**src/rtl/cpu_host_bridge_pkg.sv**
```systemverilog
// Shared types and constants for the CPU host bridge.
// Optional feature macro: LOAD_CHECKSUM_EN (adds load_sum / sum_ok on the top).
package cpu_host_pkg;

  typedef enum logic [1:0] {
    ST_IDLE = 2'd0,
    ST_LOAD = 2'd1,
    ST_RUN  = 2'd2,
    ST_DONE = 2'd3
  } state_t;

  localparam logic [1:0] CMD_IDLE = 2'b00;
  localparam logic [1:0] CMD_LOAD = 2'b01;
  localparam logic [1:0] CMD_RUN  = 2'b10;
  localparam logic [1:0] CMD_RSVD = 2'b11;

  localparam int DEF_BUF_BASE  = 1500;
  localparam int DEF_BUF_DEPTH = 108;
  localparam int DEF_INJ_REG   = 6;
  localparam int DEF_DONE_REG  = 28;

  // The reserved command code behaves exactly like idle.
  function automatic logic cmdIsIdle(input logic [1:0] cmd);
    return (cmd == CMD_IDLE) || (cmd == CMD_RSVD);
  endfunction

endpackage

```
**src/rtl/cpu_host_bridge_if.sv**
```systemverilog
// Host-side bus of the CPU host bridge: command, byte stream, parameter,
// program select and RAM readback. The board drives the master side.
// Optional feature macro: LOAD_CHECKSUM_EN (does not affect this interface).
interface cpu_host_bridge_if #(
  parameter int ADDR_W  = 12,
  parameter int DATA_W  = 32,
  parameter int CHAR_W  = 8,
  parameter int PARAM_W = 5,
  parameter int PSEL_W  = 2
);
  logic [1:0]         host_cmd;
  logic               host_valid;
  logic               host_ready;
  logic [CHAR_W-1:0]  host_data;
  logic [PARAM_W-1:0] host_param;
  logic [PSEL_W-1:0]  prog_sel;
  logic [ADDR_W-1:0]  host_rd_addr;
  logic [DATA_W-1:0]  host_rd_data;

  modport master (
    output host_cmd, host_valid, host_data, host_param, prog_sel, host_rd_addr,
    input  host_ready, host_rd_data
  );

  modport slave (
    input  host_cmd, host_valid, host_data, host_param, prog_sel, host_rd_addr,
    output host_ready, host_rd_data
  );
endinterface

```
**src/rtl/cpu_host_bridge_reg_inject_arb.sv**
```systemverilog
// Regfile write arbiter: injects the host parameter into a fixed register
// whenever it changes, yielding to CPU writes without ever losing the value.
// Optional feature macro: LOAD_CHECKSUM_EN (does not affect this module).
module reg_inject_arb
  import cpu_host_pkg::*;
#(
  parameter int DATA_W  = 32,
  parameter int PARAM_W = 5,
  parameter int INJ_REG = DEF_INJ_REG
) (
  input  logic               clock,
  input  logic               reset,
  input  logic [PARAM_W-1:0] i_hostParam,
  input  logic               i_cpuRwe,
  input  logic [4:0]         i_cpuRd,
  input  logic [DATA_W-1:0]  i_cpuRdata,
  output logic               o_rfWe,
  output logic [4:0]         o_rfRd,
  output logic [DATA_W-1:0]  o_rfWdata
);

  logic [PARAM_W-1:0] r_param;
  logic               r_pending;
  logic               r_fresh;
  logic               w_change;

  // r_fresh makes the first cycle after reset count as a change.
  assign w_change = r_fresh || (i_hostParam != r_param);

  // Register the parameter; a change (re)arms pending, an idle CPU port drains it.
  always_ff @(posedge clock or posedge reset) begin
    if (reset) begin
      r_param   <= '0;
      r_pending <= 1'b0;
      r_fresh   <= 1'b1;
    end else begin
      r_param <= i_hostParam;
      r_fresh <= 1'b0;
      if (w_change) begin
        r_pending <= 1'b1;
      end else if (!i_cpuRwe) begin
        r_pending <= 1'b0;
      end
    end
  end

  // CPU write has priority; the latest registered value goes out otherwise.
  always_comb begin
    o_rfWe    = i_cpuRwe || r_pending;
    o_rfRd    = i_cpuRd;
    o_rfWdata = i_cpuRdata;
    if (!i_cpuRwe && r_pending) begin
      o_rfRd    = 5'(INJ_REG);
      o_rfWdata = DATA_W'(r_param);
    end
  end

endmodule

```
**src/rtl/cpu_host_bridge.sv**
```systemverilog
// Host arbiter for the decryption CPU: load ciphertext into RAM, run the
// selected program, detect completion and open RAM readback.
// Optional feature macro: LOAD_CHECKSUM_EN (load_sum / sum_ok outputs and a
// one-cycle RAM check on completion).
module cpu_host_bridge
  import cpu_host_pkg::*;
#(
  parameter int ADDR_W    = 12,
  parameter int DATA_W    = 32,
  parameter int CHAR_W    = 8,
  parameter int PARAM_W   = 5,
  parameter int BUF_BASE  = DEF_BUF_BASE,
  parameter int BUF_DEPTH = DEF_BUF_DEPTH,
  parameter int NUM_PROG  = 2,
  parameter int PSEL_W    = $clog2(NUM_PROG + 1),
  parameter int INJ_REG   = DEF_INJ_REG,
  parameter int DONE_REG  = DEF_DONE_REG
) (
  input  logic               clock,
  input  logic               reset,
  cpu_host_bridge_if.slave   host,
  output logic [7:0]         load_count,
  output logic [PSEL_W-1:0]  imem_sel,
  output logic               cpu_reset,
  output logic               done,
  input  logic               cpu_mwe,
  input  logic [ADDR_W-1:0]  cpu_maddr,
  input  logic [DATA_W-1:0]  cpu_mdata,
  output logic               ram_we,
  output logic [ADDR_W-1:0]  ram_addr,
  output logic [DATA_W-1:0]  ram_wdata,
  input  logic [DATA_W-1:0]  ram_rdata,
  input  logic               cpu_rwe,
  input  logic [4:0]         cpu_rd,
  input  logic [DATA_W-1:0]  cpu_rdata,
  output logic               rf_we,
  output logic [4:0]         rf_rd,
  output logic [DATA_W-1:0]  rf_wdata
`ifdef LOAD_CHECKSUM_EN
  ,
  output logic [15:0]        load_sum,
  output logic               sum_ok
`endif
);

  state_t              r_state;
  logic [7:0]          r_loadCount;
  logic [PSEL_W-1:0]   r_imemSel;
  logic                r_cpuReset;
  logic                r_done;

  logic [CHAR_W-1:0]   w_byte;
  logic [ADDR_W-1:0]   w_bufAddr;
  logic                w_ready;
  logic                w_accept;
  logic                w_cmdIdle;
  logic                w_doneWrite;
  logic                w_enterLoad;
  logic                w_enterRun;
  logic                w_enterDone;
  logic                w_chkAddr;

  assign w_byte      = host.host_data;
  assign w_bufAddr   = ADDR_W'(BUF_BASE) + ADDR_W'(r_loadCount);
  assign w_ready     = (r_state == ST_LOAD) && (r_loadCount < 8'(BUF_DEPTH));
  assign w_accept    = w_ready && host.host_valid;
  assign w_cmdIdle   = cmdIsIdle(host.host_cmd);
  assign w_doneWrite = (r_state == ST_RUN) && cpu_rwe && (cpu_rd == 5'(DONE_REG))
                       && (cpu_rdata == DATA_W'(1));
  assign w_enterLoad = ((r_state == ST_IDLE) || (r_state == ST_DONE)) && (host.host_cmd == CMD_LOAD);
  assign w_enterRun  = ((r_state == ST_IDLE) || (r_state == ST_LOAD)) && (host.host_cmd == CMD_RUN);
  assign w_enterDone = w_doneWrite && !w_cmdIdle;

  // Main sequencer: state, load counter, latched image select and CPU control.
  always_ff @(posedge clock or posedge reset) begin
    if (reset) begin
      r_state     <= ST_IDLE;
      r_loadCount <= '0;
      r_imemSel   <= '0;
      r_cpuReset  <= 1'b1;
      r_done      <= 1'b0;
    end else begin
      if (w_accept) begin
        r_loadCount <= r_loadCount + 8'd1;
      end
      if (w_enterLoad) begin
        r_loadCount <= '0;
      end
      if (w_cmdIdle) begin
        r_state    <= ST_IDLE;
        r_cpuReset <= 1'b1;
      end else if (w_enterLoad) begin
        r_state <= ST_LOAD;
      end else if (w_enterRun) begin
        r_state    <= ST_RUN;
        r_imemSel  <= host.prog_sel;
        r_done     <= 1'b0;
        r_cpuReset <= 1'b0;
      end else if (w_enterDone) begin
        r_state    <= ST_DONE;
        r_done     <= 1'b1;
        r_cpuReset <= 1'b1;
      end
    end
  end

`ifdef LOAD_CHECKSUM_EN
  logic [15:0] r_loadSum;
  logic [1:0]  r_chkPhase;
  logic        r_sumOk;

  // Running byte sum and the one-shot compare against the CPU's result word.
  always_ff @(posedge clock or posedge reset) begin
    if (reset) begin
      r_loadSum  <= '0;
      r_chkPhase <= 2'd0;
      r_sumOk    <= 1'b0;
    end else begin
      if (w_enterLoad) begin
        r_loadSum <= '0;
      end else if (w_accept) begin
        r_loadSum <= r_loadSum + 16'(w_byte);
      end
      if (w_enterDone) begin
        r_chkPhase <= 2'd1;
        r_sumOk    <= 1'b0;
      end else if (r_chkPhase == 2'd1) begin
        r_chkPhase <= 2'd2;
      end else if (r_chkPhase == 2'd2) begin
        r_chkPhase <= 2'd0;
        r_sumOk    <= (ram_rdata == DATA_W'(r_loadSum));
      end
    end
  end

  assign load_sum  = r_loadSum;
  assign sum_ok    = r_sumOk && (r_state == ST_DONE);
  assign w_chkAddr = (r_state == ST_DONE) && (r_chkPhase == 2'd1);
`else
  assign w_chkAddr = 1'b0;
`endif

  // RAM port owner: host loader, CPU passthrough, or host readback.
  always_comb begin
    ram_we    = 1'b0;
    ram_addr  = host.host_rd_addr;
    ram_wdata = '0;
    case (r_state)
      ST_LOAD: begin
        ram_we    = w_accept;
        ram_addr  = w_bufAddr;
        ram_wdata = DATA_W'(w_byte);
      end
      ST_RUN: begin
        ram_we    = cpu_mwe;
        ram_addr  = cpu_maddr;
        ram_wdata = cpu_mdata;
      end
      ST_DONE: begin
        if (w_chkAddr) begin
          ram_addr = ADDR_W'(BUF_BASE + BUF_DEPTH);
        end
      end
      default: begin
      end
    endcase
  end

  assign host.host_ready   = w_ready;
  assign host.host_rd_data = ram_rdata;
  assign load_count        = r_loadCount;
  assign imem_sel          = r_imemSel;
  assign cpu_reset         = r_cpuReset;
  assign done              = r_done;

  reg_inject_arb #(
    .DATA_W  (DATA_W),
    .PARAM_W (PARAM_W),
    .INJ_REG (INJ_REG)
  ) u_injectArb (
    .clock       (clock),
    .reset       (reset),
    .i_hostParam (host.host_param),
    .i_cpuRwe    (cpu_rwe),
    .i_cpuRd     (cpu_rd),
    .i_cpuRdata  (cpu_rdata),
    .o_rfWe      (rf_we),
    .o_rfRd      (rf_rd),
    .o_rfWdata   (rf_wdata)
  );

endmodule

```
**src/flat_wrapper.sv**
```systemverilog
// flat-port wrapper written by rule: the top's interface ports become plain ports
module cpu_host_bridge_flat import cpu_host_pkg::*;
#(
  parameter int ADDR_W    = 12,
  parameter int DATA_W    = 32,
  parameter int CHAR_W    = 8,
  parameter int PARAM_W   = 5,
  parameter int BUF_BASE  = DEF_BUF_BASE,
  parameter int BUF_DEPTH = DEF_BUF_DEPTH,
  parameter int NUM_PROG  = 2,
  parameter int PSEL_W    = $clog2(NUM_PROG + 1),
  parameter int INJ_REG   = DEF_INJ_REG,
  parameter int DONE_REG  = DEF_DONE_REG
)
  (clock, reset, load_count, imem_sel, cpu_reset, done, cpu_mwe, cpu_maddr, cpu_mdata, ram_we, ram_addr, ram_wdata, ram_rdata, cpu_rwe, cpu_rd, cpu_rdata, rf_we, rf_rd, rf_wdata, host_host_cmd, host_host_valid, host_host_data, host_host_param, host_prog_sel, host_host_rd_addr, host_host_ready, host_host_rd_data);
  cpu_host_bridge_if #(.ADDR_W(ADDR_W), .DATA_W(DATA_W), .CHAR_W(CHAR_W), .PARAM_W(PARAM_W), .PSEL_W(PSEL_W)) host_i ();
  input  logic clock;
  input  logic reset;
  output logic [7:0] load_count;
  output logic [PSEL_W-1:0] imem_sel;
  output logic cpu_reset;
  output logic done;
  input  logic cpu_mwe;
  input  logic [ADDR_W-1:0] cpu_maddr;
  input  logic [DATA_W-1:0] cpu_mdata;
  output logic ram_we;
  output logic [ADDR_W-1:0] ram_addr;
  output logic [DATA_W-1:0] ram_wdata;
  input  logic [DATA_W-1:0] ram_rdata;
  input  logic cpu_rwe;
  input  logic [4:0] cpu_rd;
  input  logic [DATA_W-1:0] cpu_rdata;
  output logic rf_we;
  output logic [4:0] rf_rd;
  output logic [DATA_W-1:0] rf_wdata;
  input wire logic [$bits(host_i.host_cmd)-1:0] host_host_cmd;
  input wire logic [$bits(host_i.host_valid)-1:0] host_host_valid;
  input wire logic [$bits(host_i.host_data)-1:0] host_host_data;
  input wire logic [$bits(host_i.host_param)-1:0] host_host_param;
  input wire logic [$bits(host_i.prog_sel)-1:0] host_prog_sel;
  input wire logic [$bits(host_i.host_rd_addr)-1:0] host_host_rd_addr;
  output wire logic [$bits(host_i.host_ready)-1:0] host_host_ready;
  output wire logic [$bits(host_i.host_rd_data)-1:0] host_host_rd_data;
  assign host_i.host_cmd = host_host_cmd;
  assign host_i.host_valid = host_host_valid;
  assign host_i.host_data = host_host_data;
  assign host_i.host_param = host_host_param;
  assign host_i.prog_sel = host_prog_sel;
  assign host_i.host_rd_addr = host_host_rd_addr;
  assign host_host_ready = host_i.host_ready;
  assign host_host_rd_data = host_i.host_rd_data;
  cpu_host_bridge #(.ADDR_W(ADDR_W), .DATA_W(DATA_W), .CHAR_W(CHAR_W), .PARAM_W(PARAM_W), .BUF_BASE(BUF_BASE), .BUF_DEPTH(BUF_DEPTH), .NUM_PROG(NUM_PROG), .PSEL_W(PSEL_W), .INJ_REG(INJ_REG), .DONE_REG(DONE_REG)) u_core (.clock(clock), .reset(reset), .host(host_i), .load_count(load_count), .imem_sel(imem_sel), .cpu_reset(cpu_reset), .done(done), .cpu_mwe(cpu_mwe), .cpu_maddr(cpu_maddr), .cpu_mdata(cpu_mdata), .ram_we(ram_we), .ram_addr(ram_addr), .ram_wdata(ram_wdata), .ram_rdata(ram_rdata), .cpu_rwe(cpu_rwe), .cpu_rd(cpu_rd), .cpu_rdata(cpu_rdata), .rf_we(rf_we), .rf_rd(rf_rd), .rf_wdata(rf_wdata));
endmodule
```
**config.mk**
```make
export PLATFORM = sky130hd
export DESIGN_NAME = cpu_host_bridge_flat
export DESIGN_NICKNAME = d
export VERILOG_FILES = /design/src/rtl/cpu_host_bridge_pkg.sv /design/src/rtl/cpu_host_bridge_if.sv /design/src/rtl/cpu_host_bridge_reg_inject_arb.sv /design/src/rtl/cpu_host_bridge.sv /design/src/flat_wrapper.sv
export SDC_FILE = /design/constraint.sdc
export NUM_CORES = 1
export LEC_CHECK = 0
export ABC_CLOCK_PERIOD_IN_PS = 3550
export CELL_PAD_IN_SITES_DETAIL_PLACEMENT = 2
export CELL_PAD_IN_SITES_GLOBAL_PLACEMENT = 2
export CORE_MARGIN = 2
export CORE_UTILIZATION = 13
export DETAILED_ROUTE_END_ITERATION = 16
export PLACE_DENSITY_LB_ADDON = 0.1
export SLEW_MARGIN = 20
export SYNTH_ARGS = -nofsm -noshare
export SYNTH_HDL_FRONTEND = slang
export SYNTH_SLANG_ARGS = --single-unit
```
**constraint.sdc**
```tcl
create_clock -name clock -period 3.55 [get_ports clock]
set_input_delay 0.355 -clock clock [delete_from_list [all_inputs] [get_ports clock]]
set_output_delay 0.355 -clock clock [all_outputs]
set_load 0.005 [all_outputs]
```
Word level (Yosys, flattened, before mapping)
Index checks and enable logic that the tools add are counted.

Logic and storage cells: 66. Input bits: 147. Output and inout port bits: 128. Register bits: 21.

Mux-type cells: 17. Order comparisons: 1. Equality and inequality tests: 11. Bitwise gates (word level): 2. $add $sub $neg: 2. Reductions and logical operators: 25.

Operators with widths (number): $pmux 32 s2 (1); $eq 32x1->1 const B (1); $mux 32 (1); $pmux 12 s2 (1); $mux 8 (2); $add 11x8->12 const A (1); $logic_and 1x1->1 (9); $add 8x1->8 const B (1); $eq 2x2->1 const B (4); $lt 8x7->1 const B (1); $mux 2 (4); $mux 1 (6); $reduce_and 3->1 (2); $eq 5x5->1 const B (1); $logic_or 1x1->1 (5); $mux 5 (1); $ne 5x5->1 (1); $eq 2x1->1 const B (2); $logic_not 2->1 (2); $ne 2x1->1 const B (2); $reduce_bool 2->1 (2); $reduce_bool 4->1 (1); $reduce_bool 3->1 (1); $logic_not 1->1 (2); other kinds (3) (4).

Logic depth before layout (Yosys ltp)
Depth after elaboration: 9. Depth in mapped cells: 8. Depth with buffers taken out: 6.

By module
Synthesis repeated with hierarchy kept, for this count alone.

Cell total of the unflattened synthesis: 289. Area, all modules: 2314.7 sq um.

By module, submodules not included: cpu_host_bridge (area an instance 1730.4 sq um, sequential area each 351.6 sq um, cells each 229, instances 1); reg_inject_arb (area an instance 584.3 sq um, sequential area each 176.4 sq um, cells each 60, instances 1).

Worst setup path after synthesis
Ideal clock, no wire load.

Kind: register to output. From: reg u_core.r_loadCount[4], in the netlist u_core.load_count[4]. To: out ram_addr[7]. Slack: 1.765 ns. Path buffers: 1. Data required time: 3.195 ns. Cell stages (with the launch flop): 6. Arrival time: 1.430 ns. Path through: dfrtp_1 buf_6 o31a_1 or3_1 a21bo_1 a31oi_1.

Word-level cells in the longest chain between the ends: 2.

Ends and longest elaborated chain: start: declaration (RTL line cpu_host_bridge.sv:47) `logic [7:0] r_loadCount;`; start signal: assignment (RTL line cpu_host_bridge.sv:84) `r_loadCount <= r_loadCount + 8'd1;`; $add 11x8->12 (RTL line cpu_host_bridge.sv:64) `assign w_bufAddr = ADDR_W'(BUF_BASE) + ADDR_W'(r_loadCount);`; $pmux 12 s2 (RTL line cpu_host_bridge.sv:148) `case (r_state)`; end: declaration (RTL line flat_wrapper.sv:27) `output logic [ADDR_W-1:0] ram_addr;`.

No other way between the ends.

Worst setup path in the final report
From: reg u_core.r_state[1]. To: out ram_we.

Word-level cells in the longest chain between the ends: 4. Elaborated cells on any way between the ends: 5. Those cells by class: eq/ne: 2; mux: 1; reduce/logical: 2.

Ends and longest elaborated chain: start: declaration (RTL line cpu_host_bridge.sv:46) `state_t r_state;`; start signal: assignment (RTL line cpu_host_bridge.sv:77) `r_state <= ST_IDLE;`; start signal: assignment (RTL line cpu_host_bridge.sv:90) `r_state <= ST_IDLE;`; start signal: assignment (RTL line cpu_host_bridge.sv:93) `r_state <= ST_LOAD;`; $eq 2x1->1 (RTL line cpu_host_bridge.sv:65, cpu_host_bridge.sv:148); $logic_and 1x1->1 (RTL line cpu_host_bridge.sv:65) `assign w_ready = (r_state == ST_LOAD) && (r_loadCount < 8'(BUF_DEPTH));`; $logic_and 1x1->1 (RTL line cpu_host_bridge.sv:66) `assign w_accept = w_ready && host.host_valid;`; $pmux 1 s2 * (RTL line cpu_host_bridge.sv:148); end: declaration (RTL line flat_wrapper.sv:26) `output logic ram_we;`.

Every way passes the cells marked *; elsewhere a longest branch is shown, timed or not.

==> impl_metrics.ini <==
[die]
dieArea_mm2 = 0.0188
core-area_mm2 = 0.0173
num_rows = 48
die_w_um = 137
die_h_um = 137
io_pins = 275
initial_core_util_pct = 13.3

[placed_design]
gp_congestion = 0.728
port_buffers = 210
hpwl_mm = 9.98
dp.cells = 685

[global_route]
grt_pass1_wl_mm = 17.2
grt_pass1_vias = 2982
antenna_found_initial = 0
grt-ovfl-total = 0
grt_max_degree = 46
track_usage_pct = 11.9

[setup_path]
ff2ff_setup_slack_ps = 1040
reg2reg_depth = 7
criticalPathCategory = reg -> out
timing.rr.start = u_core.r_state[0]$_DFFE_PP0P_
cp-end-kind = primary output
timing.rr.end = u_core.done$_DFFE_PP0P_
path_max_fanout = 6
crit_path_start_kind = flip-flop
required_ps = 3190
cp.arrival_ps = 2330

[power_and_ir_drop]
ir_drop_mv = 0.185
power_frac_comb_pct = 51.9
power_mw = 1.09
power.density_mw_per_mm2 = 244
p_leak_nw = 1.64
p_int_uw = 767
seqPwrFrac_pct = 25.9
swShare_pct = 29.7
clock_power_share_pct = 22.2
p_sw_uw = 325

[layout]
final_common_cell = clkdlybuf4s50_1
final_cell_mix = clkdlybuf4s50_1 (210), and2_1 (56), nor2_1 (19), dfrtp_1 (19), nor4_1 (17)
fin_nets = 620
area_growth_pct = 94.5
layout-drive-gt1-share_pct = 4.09
stdcell_count = 689
antennaDiodeCount = 0

[sta]
maxSlewViolCount = 0
min_period_ps = 2690
hold_violations = 0
rsz0062_at_grt = false
tightest_slew_ps = 970
fmax_mhz = 372
fin_setup_tns_ps = 0
max_slew_margin_pct = 35.2
min_period_over_period_pct = 75.7
setup_viol = 0
skew_ps = 5.02

[synth]
synth_flop_cell = dfrtp_1
synth_top_cell_area_share_pct = 20.7
synthTopCellsByArea = dfrtp_1 (21%), and2_1 (15%), buf_4 (10%)
ys_seq_area_share_pct = 22.9
synth-warning-count = 0
synth_top_area_cell = dfrtp_1
synth_edf_count = 0
async_flop_share_pct = 100
syn_inst = 296
ys_ff_latch = 21
avgSynthCellArea_um2 = 7.78
syn-cell-area_mm2 = 0.00230
syn_nets = 451
synth_cell_type_count = 42

[detailed_routing]
dr.first_iter.drc_count = 55
via_per_inst = 4.05
drt_first_pass_iters = 4
drcViolationCount = 0
wl_per_cell_um = 17.2
vias = 2789
drt_wl_total_mm = 11.9
ant_nets = 0

[min_path]
hp-class = reg -> reg
worstHoldStart = u_core.imem_sel[1]$_DFFE_PP0P_
hold_depth = 1
hold_path_end = u_core.imem_sel[1]$_DFFE_PP0P_

[clock_tree]
cts_resized = 0
cts_max_path_buffers = 2
post_cts_buffers = 0
cts_buffers = 3
cts_root_buf = clkbuf_16
clk_pin_slew_ps = 60
clk_latency_ps = 260
cts_max_level = 1
tritoncts = yes
clkSinkCount = 21
cts_hold_buf = 0

[run]
cap_violations = 0

[status]
status = complete, no violations
critical path, stage by stage (launching register included):
cell	delay, ps
dfrtp_1	400
inv_1	80
ha_1	150
nor2b_1	390
nand3_1	270
a21boi_0	230
clkdlybuf4s50_1	530
area by class of cell:
| class | instances | area, um2 |
|---|---|---|
| timing repair buffer | 214 | 2130 |
| tap | 225 | 282 |
| clock buffer | 4 | 78.8 |
| sequential | 21 | 528 |
| inverter | 10 | 37.5 |
| fill | 1985 | 12800 |
| multi-input combinational | 215 | 1420 |
power by group through the flow:
stage                     clock network, mW  registers (mW)  logic (mW)
final                                 0.242           0.283       0.567
after global routing                  0.263           0.288       0.622
after CTS                             0.257           0.285       0.583
after detailed placement                  0           0.288       0.580
after global placement                    0           0.288       0.576
after floorplan                           0           0.283       0.218
flip-flops by register name, summed over array words and instances (netlist names):
signal,count
u_core.cpu_reset,1
u_core.done,1
u_core.imem_sel,2
u_core.load_count,8
u_core.r_state,2
u_core.u_injectArb.r_fresh,1
u_core.u_injectArb.r_param,5
u_core.u_injectArb.r_pending,1
routing by layer:
| layer | up-vias | global-route usage, % | wire length [um] |
|---|---|---|---|
| met5 | - | 0 | 0 |
| met4 | 0 | 3.38 | 224 |
| met3 | 19 | 1.67 | 793 |
| met2 | 101 | 22.7 | 6330 |
| met1 | 1340 | 13.6 | 4540 |
| li1 | 1329 | - | - |
Yosys cell counts, types with 6 or more instances:
master    number
and2_1        56
buf_4         32
dfrtp_1       19
nor2_1        19
nor4_1        17
a21oi_1       15
a22oi_1       15
clkbuf_1      13
inv_1         10
nor2b_1       10
nand2_1        9
ha_1           8
mux2_2         7
xor2_1         7
nand4_1        6
through the flow:
step / instance area (um2) / setup slack [ps] / hold slack, ps / utilization [%]
after floorplan: 2300 / 1760 / 330 / -
after detailed placement: 4400 / 985 / 513 / 25.4
after global placement: 4400 / 1050 / 506 / 25.4
final: 4480 / 861 / 517 / 25.9
after global routing: 4480 / 690 / 551 / 25.9
after CTS: 4480 / 799 / 531 / 25.9
worst max-delay path by stage:
stage,from,endpoint,slack (ps),depth (start not counted)
2_1_floorplan,u_core.load_count[4]$_DFFE_PP0P_,ram_addr[7],1760,5
3_3_place_gp,cpu_rwe,rf_wdata[2],1050,5
3_5_place_dp,cpu_rwe,rf_wdata[3],980,5
4_1_cts,u_core.r_state[1]$_DFFE_PP0P_,ram_we,800,6
5_1_grt,u_core.r_state[1]$_DFFE_PP0P_,ram_we,690,6
6_report,u_core.r_state[1]$_DFFE_PP0P_,ram_we,860,6
cell families after synthesis:
| family | synth area share [%] |
|---|---|
| XOR/XNOR | 3.80 |
| AND/OR/NAND/NOR | 35.7 |
| adder cells (fa/ha/maj) | 4.35 |
| other | 0.163 |
| AO/OA/AOI/OAI | 13.8 |
| multiplexers | 3.86 |
| flip-flops | 22.9 |
| buffers and inverters | 15.4 |
No activity file was read; power rests on OpenSTA's default activity.
